<file path="config.mk">
export PLATFORM = sky130hd
export DESIGN_NAME = store_buffer
export DESIGN_NICKNAME = d
export VERILOG_FILES = /design/src/rtl/store_buffer.sv
export SDC_FILE = /design/constraint.sdc
export NUM_CORES = 1
export LEC_CHECK = 0
export ABC_AREA = 0
export BUFFER_PORTS_ARGS = -buffer_cell sky130_fd_sc_hd__buf_2
export CORE_UTILIZATION = 50
export CTS_BUF_LIST = sky130_fd_sc_hd__clkbuf_8
export DETAILED_ROUTE_END_ITERATION = 10
export GPL_TIMING_DRIVEN = 0
export PLACE_DENSITY = 0.79
export SYNTH_ARGS = -nofsm -noshare
export SYNTH_HDL_FRONTEND = slang
export SYNTH_SLANG_ARGS = --single-unit
export TNS_END_PERCENT = 5
</file>
<file path="constraint.sdc">
create_clock -name CLK -period 12.5 [get_ports CLK]
set_input_delay 2.5 -clock CLK [delete_from_list [all_inputs] [get_ports CLK]]
set_output_delay 2.5 -clock CLK [all_outputs]
set_load 0.1 [all_outputs]
</file>
<file path="src/rtl/store_buffer.sv">
// Posted-write store buffer with load forwarding between the MEM stage and data memory.
// Define STORE_BUFFER_COALESCE_EN to merge a store into the youngest queued entry with the same address.
module store_buffer #(
  parameter int DEPTH = 4,
  parameter int AW    = 32,
  parameter int DW    = 32
) (
  input  logic          CLK,
  input  logic          reset,
  input  logic          cpu_store,
  input  logic          cpu_load,
  input  logic [AW-1:0] cpu_addr,
  input  logic [DW-1:0] cpu_wdata,
  output logic [DW-1:0] cpu_rdata,
  output logic          cpu_stall,
  output logic          buf_empty,
  output logic [AW-1:0] mem_address,
  output logic [DW-1:0] mem_writeData,
  output logic          mem_memWrite,
  output logic          mem_memRead,
  input  logic [DW-1:0] mem_readData
);
  localparam int PW = $clog2(DEPTH);
  localparam int CW = PW + 1;

  logic [AW-1:0] addr_q [DEPTH];
  logic [DW-1:0] data_q [DEPTH];
  logic [PW-1:0] head_q, head_d;
  logic [PW-1:0] tail_q, tail_d;
  logic [CW-1:0] count_q, count_d;

  logic          full;
  logic          loadActive;
  logic          hit;
  logic          loadMiss;
  logic          drain;
  logic          append;
  logic          stall;
  logic          wrEn;
  logic [PW-1:0] wrIdx;
  logic [DW-1:0] hitData;
`ifdef STORE_BUFFER_COALESCE_EN
  logic [PW-1:0] hitIdx;
  logic          coalesce;
`endif

  // Scan oldest to youngest so the last match found is the youngest one.
  always_comb begin
    hit     = 1'b0;
    hitData = '0;
`ifdef STORE_BUFFER_COALESCE_EN
    hitIdx  = '0;
`endif
    for (int k = 0; k < DEPTH; k++) begin
      if ((CW'(k) < count_q) && (addr_q[head_q + PW'(k)] == cpu_addr)) begin
        hit     = 1'b1;
        hitData = data_q[head_q + PW'(k)];
`ifdef STORE_BUFFER_COALESCE_EN
        hitIdx  = head_q + PW'(k);
`endif
      end
    end
  end

  always_comb begin
    full       = (count_q == CW'(DEPTH));
    loadActive = cpu_load & ~cpu_store;
    loadMiss   = loadActive & ~hit;
    drain      = (count_q != '0) & ~loadMiss;
`ifdef STORE_BUFFER_COALESCE_EN
    // A head entry leaving memory-side this cycle cannot absorb the store.
    coalesce   = cpu_store & hit & ~(drain & (hitIdx == head_q));
    stall      = cpu_store & ~coalesce & full;
    append     = cpu_store & ~coalesce & ~full;
    wrEn       = append | coalesce;
    wrIdx      = coalesce ? hitIdx : tail_q;
`else
    stall      = cpu_store & full;
    append     = cpu_store & ~full;
    wrEn       = append;
    wrIdx      = tail_q;
`endif
  end

  always_comb begin
    head_d  = drain ? head_q + PW'(1) : head_q;
    tail_d  = append ? tail_q + PW'(1) : tail_q;
    count_d = count_q;
    if (append && !drain) begin
      count_d = count_q + CW'(1);
    end else if (!append && drain) begin
      count_d = count_q - CW'(1);
    end
  end

  always_ff @(posedge CLK) begin
    if (!reset) begin
      head_q  <= '0;
      tail_q  <= '0;
      count_q <= '0;
    end else begin
      head_q  <= head_d;
      tail_q  <= tail_d;
      count_q <= count_d;
    end
  end

  // Entry storage is never reset; slots outside head..head+count are ignored.
  always_ff @(posedge CLK) begin
    if (wrEn) begin
      addr_q[wrIdx] <= cpu_addr;
      data_q[wrIdx] <= cpu_wdata;
    end
  end

  always_comb begin
    cpu_rdata     = '0;
    cpu_stall     = 1'b0;
    buf_empty     = 1'b1;
    mem_address   = '0;
    mem_writeData = '0;
    mem_memWrite  = 1'b0;
    mem_memRead   = 1'b0;
    if (reset) begin
      buf_empty = (count_q == '0);
      cpu_stall = stall;
      if (loadMiss) begin
        mem_memRead = 1'b1;
        mem_address = cpu_addr;
        cpu_rdata   = mem_readData;
      end else begin
        if (loadActive) begin
          cpu_rdata = hitData;
        end
        if (drain) begin
          mem_memWrite  = 1'b1;
          mem_address   = addr_q[head_q];
          mem_writeData = data_q[head_q];
        end
      end
    end
  end

endmodule

</file>
# After elaboration in Yosys (flattened, before gate mapping)
# Memories as Yosys holds them, arrays and structs flattened. A register that Yosys moved wholly into a read port is not among the register bits.
# Cells that the tools add are included.
dict set report word_totals {
  mem_count 2
  inputBits 100
  reg_bits 7
  out_inout_bits 100
  ram_bits 256
}
dict set report op_classes {
  n_lt_le_gt_ge 4
  bitwise_logic 9
  n_eq_ne 5
  addsub 6
  n_reduce_logical 11
  muxes 32
}
# memory depth width rd rd_clocked_by_memory_dff wr line
set memory_table {}
lappend memory_table {addr_q 4 32 4 1 1 26} ;# logic [AW-1:0] addr_q [DEPTH];
lappend memory_table {data_q 4 32 4 1 1 27} ;# logic [DW-1:0] data_q [DEPTH];
# cell n
set op_table {}
lappend op_table {{two-way mux 32 bit} 13}
lappend op_table {{equality test 32 bit} 4}
lappend op_table {{two-way mux 1 bit} 13}
lappend op_table {{two-way mux 2 bit} 4}
lappend op_table {{logical AND 1 bit} 6}
lappend op_table {{< comparator 1 x 3 -> 1 bit (first input constant)} 2}
lappend op_table {{< comparator 2 x 3 -> 1 bit (first input constant)} 2}
lappend op_table {{two-way mux 3 bit} 2}
lappend op_table {{bitwise AND 1 bit} 5}
lappend op_table {{adder 2 x 1 -> 2 bit (second input constant)} 2}
lappend op_table {{adder 2 bit (second input constant)} 2}
lappend op_table {{inverter 1 bit} 4}
lappend op_table {{adder 3 x 1 -> 3 bit (second input constant)} 1}
lappend op_table {{equality test 3 bit (second input constant)} 1}
lappend op_table {{zero test 3 bit} 1}
lappend op_table {{nonzero test 3 bit} 1}
lappend op_table {{subtractor 3 x 1 -> 3 bit (second input constant)} 1}
lappend op_table {{zero test 1 bit} 2}
lappend op_table {{nonzero test 2 bit} 1}

# Longest topological paths before layout
# An unclocked memory read counts as a cell.
dict set report depth {
  depth_word 14
  ltp_mapped 19
  depth_no_buf 15
}

# Least setup slack after synthesis
# Ideal clock, no wire load.
dict set report synth_timing {
  kind {input to output}
  from {input cpu_addr[3]}
  to {output cpu_rdata[30]}
  t_arrival_ns 6.884
  path_slack_ns 3.116
  stages 11
  cell_sequence {clkbuf_1 -> nor2b_1 -> mux2_2 -> a21oi_1 -> nand4b_1 -> or4b_1 -> nor4b_2 -> buf_2 -> buf_2 -> o31ai_1 -> a211oi_1}
}
dict set report synth_via {
  elab_chain_len 10
  word_cells_on_any_way 21
  classes_between {eq/ne: 4; mux: 11; bitwise: 2; reduce/logical: 4}
}
# item line
set synth_lines {}
lappend synth_lines {{from (decl)} 12} ;# input logic [AW-1:0] cpu_addr,
lappend synth_lines {{equality test 32 bit} 55} ;# if ((CW'(k) < count_q) && (addr_q[head_q + PW'(k)] == cpu_addr)) begin
lappend synth_lines {{logical AND 1 bit} 55}
lappend synth_lines {{two-way mux 1 bit (4 in series)} 55}
lappend synth_lines {{inverter 1 bit} 68} ;# loadMiss = loadActive & ~hit;
lappend synth_lines {{bitwise AND 1 bit} 68}
lappend synth_lines {{two-way mux 32 bit *} 127} ;# if (loadMiss) begin
lappend synth_lines {{two-way mux 32 bit *} 124} ;# if (reset) begin
lappend synth_lines {{to (decl)} 14} ;# output logic [DW-1:0] cpu_rdata,
# Mark *: on every way between the ends. The rest lies on a longest branch, timed or not.

# Worst setup path in the final report
dict set report layout_timing {
  from {input cpu_addr[19]}
  to {output mem_address[5]}
}
dict set report layout_via {
  elab_chain_len 13
  word_cells_on_any_way 19
  classes_between {eq/ne: 4; mux: 7; bitwise: 4; reduce/logical: 4}
}
# item line
set layout_lines {}
lappend layout_lines {{equality test 32 bit} 55}
lappend layout_lines {{logical AND 1 bit} 55}
lappend layout_lines {{two-way mux 1 bit (3 in series)} 55}
lappend layout_lines {{two-way mux 1 bit *} 55}
lappend layout_lines {{inverter 1 bit *} 68}
lappend layout_lines {{bitwise AND 1 bit *} 68}
lappend layout_lines {{inverter 1 bit} 69} ;# drain = (count_q != '0) & ~loadMiss;
lappend layout_lines {{bitwise AND 1 bit} 69}
lappend layout_lines {{two-way mux 32 bit} 135} ;# if (drain) begin
lappend layout_lines {{two-way mux 32 bit *} 127}
lappend layout_lines {{two-way mux 32 bit *} 124}
lappend layout_lines {{to (decl)} 17} ;# output logic [AW-1:0] mem_address,
# Marked as above.

==> run metrics <==
status=finished clean; width of the die=195.2 um; die area=0.03811 mm^2; FF-to-FF path depth=14; Worst Tran Pin Value=1.182 ns; vias in the first global route=14,470; HPWL Detailed=47.04 mm; first-pass GRT wire length=94.46 mm; Layout Skew=0.04272 ns; WS Path Type=in -> out; fin crit share=74.32%; drt initial violations=2,265; number of detailed-route iterations in the first pass=8; drc violations=0; critical path arrival=6.79 ns; Syn Nets=1,470; HP Class=reg -> reg; Ports=200; worst relative slew slack=21.20%; final non-filler cell total=2,117; share of post-route cells with drive strength above 1=34.33%; Seq cells post-synth=265; Worst-path clk slew=0.05 ns; Placed Cells incl. Taps=2,032; Root Driver=clkbuf_8; RSZ-0062 raised after global routing=no; Final Core Density=57.65%; Seq/Total Area, Yosys=42.15%; CTS tree=built; grt total ovfl=0; average routed wire per standard cell=30.79 um; PortBufs=199; post-CTS setup buffers=0; Via density=7.217; initial antenna violation count=6; CTS Hold Bufs=0; cell area power density=198.8 mW/mm^2; clock sinks=265; CTS resizes=0; ys async rst share=0%; Syn Inst Count=1,361; Filler Cells Inserted=2,898; VDD IR max=0.1417 mV; Slew Limit Fails=0; Netlist cell types=73; pin count of the biggest net entering global routing=52; Clock Latency Late Sink=0.63 ns; Hold Crit Depth=2; clk buf depth=3; critical path capture point type=primary output; area grow syn2layout=13.35%; number of synthesized flops with an enable pin=256; core region area=0.03670 mm^2; area post-placement=0.02037 mm^2; Synth Warn #=0; Max-Cap Viols=0; htree depth=2; fmax=107.6 MHz; Initial Util=50.86%; Routed Antenna Nets=0; Syn Std Cell Area=0.01866 mm^2; fin nets=1,720; Crit Path Max Fanout=10; Finished Cell Area=0.02116 mm^2; min cycle time layout=9.290 ns; row count=70; Die Height=195.2 um; final WL=65.18 mm; GRT Overall Usage=33.94%; CTS Buf Count=45; Via Count=15,280; final setup violating endpoints=0; Syn Area/Cell=13.71 um^2; CP required=10.00 ns; Synth Flop Type=edfxtp_1; static leakage=6.994 nW; Setup TNS=0 ns; gp weighted congestion=1.092; crit path launch type=input pin; final hold vios=0
where the power goes:
| group | total [mW] | switching [mW] | internal, mW |
|---|---|---|---|
| registers | 1.15 | 0.0730 | 1.08 |
| logic | 2.35 | 1.51 | 0.840 |
| clock network | 0.699 | 0.361 | 0.338 |
| total | 4.21 | 1.95 | 2.26 |
Yosys cell counts, drive strengths merged, types with 3 or more instances:
cell type | count | area, um^2
a22o | 34 | 297.8
a22oi | 6 | 45.04
o21a | 4 | 30.03
nor3 | 38 | 190.2
a221oi | 33 | 289.0
mux4 | 210 | 4730
a21boi | 3 | 22.52
mux2i | 82 | 820.8
buf | 71 | 435.4
edfxtp | 256 | 7687
clkbuf | 64 | 240.2
xnor2 | 90 | 795.8
nand3 | 8 | 40.04
a211oi | 5 | 37.54
inv | 13 | 48.79
nor4 | 7 | 43.79
o22ai | 8 | 50.05
nor2 | 86 | 335.3
nand2b | 9 | 56.30
nand2 | 62 | 232.7
nor2b | 7 | 43.79
a32oi | 3 | 26.28
o311a | 31 | 310.3
or2 | 6 | 37.54
o2bb2ai | 3 | 26.28
or3 | 7 | 43.79
nand4 | 47 | 294.0
dfxtp | 9 | 180.2
and4 | 5 | 43.79
or4 | 4 | 30.03
o21ai | 11 | 55.05
mux2 | 16 | 180.2
or4b | 3 | 30.03
xor2 | 19 | 166.4
ha | 9 | 112.6
a21oi | 20 | 100.1
and2 | 38 | 237.7
area by class of cell:
type,instances,area (um^2),share of cell area (%)
multi-input cells,948,10080,47.66
flip-flops and latches,265,7868,37.19
repair buffers,203,1106,5.228
plain buffers,135,675.6,3.194
clock buffers,45,619.3,2.927
well taps,468,585.6,2.768
clock inverters,34,156.4,0.7393
inverters,13,48.80,0.2306
diodes,6,15.01,0.07097
logic make-up after synthesis:
logic type | Yosys count | share of synthesized area [%]
AND/OR/NAND/NOR | 339 | 9.533
XOR/XNOR | 109 | 5.155
adder cells (fa/ha/maj) | 9 | 0.6033
AO/OA/AOI/OAI | 183 | 7.971
buffers and inverters | 148 | 3.881
multiplexers | 308 | 30.70
flip-flops | 265 | 42.15
worst max-delay path: stages:
cell and delay (ns):
buf_2 0.12, clkbuf_1 0.45, inv_1 0.28, o22ai_1 0.25, nor4_1 0.08, a41oi_1 0.36, or3_1 0.24, nor2_1 0.17
or4_1 0.54, buf_2 0.22, nor2_2 0.35, buf_2 0.47, a22o_1 0.28, buf_2 0.45
state kept, by name, indices dropped and copies added (netlist names), named ones only:
register,count
tail_q,2
data_q,128
addr_q,128
head_q,2
count_q,3
path summary, 6_finish.rpt:
kind	start	endpoint	slack [ns]
worst max-delay path	cpu_addr[19]	mem_address[5]	3.21
worst min-delay path	tail_q[0]	tail_q[0]	0.59
worst max register to register	head_q[1]	count_q[2]	7.34
worst min register to register	tail_q[0]	tail_q[0]	0.59
layout by cell type (no fill, tap or decap), types with 7 or more instances in the layout:
cell      netlist  routed
buf_1          13      13
nand2_1        62      62
and2_1         38      34
nand3_1         8       8
nor4_1          7       7
a22o_1         34      34
nand2b_1        9       9
or3_1           7       7
a221oi_1       33      33
edfxtp_1      256     256
buf_6          11      11
nor3_1         38      38
mux2_2         16      16
xor2_1         19      19
nor2_1         83      83
nor2b_1         7       7
dfxtp_1         9       9
ha_1            9       9
clkbuf_8        0      45
o21ai_0        11      11
o22ai_1         8       8
clkbuf_1       64      64
buf_2          36     235
mux4_2        210     210
a21oi_1        20      20
nand4_1        47      47
mux2i_1        82      82
clkinv_2        0       7
clkinv_1        0      12
xnor2_1        89      89
o311a_1        31      31
buf_4          11      11
inv_1          12      24
per-stage QoR:
stage	setup slack [ns]	hold slack, ns	power (mW)
floorplan	3.116	0.5382	2.871
global placement	3.345	0.5600	3.440
detailed placement	3.345	0.5857	3.467
CTS	3.343	0.5929	4.162
global route	3.144	0.6358	4.316
finish	3.210	0.5921	4.206
per-layer routing:
metal	track usage, %	vias to the layer above	routed length (um)
li1	-	6110	-
met1	47.33	7631	24670
met2	50.74	1317	29110
met3	8.756	218	8482
met4	14.11	2	2894
met5	0	-	13
No activity file was read; power rests on OpenSTA's default activity.
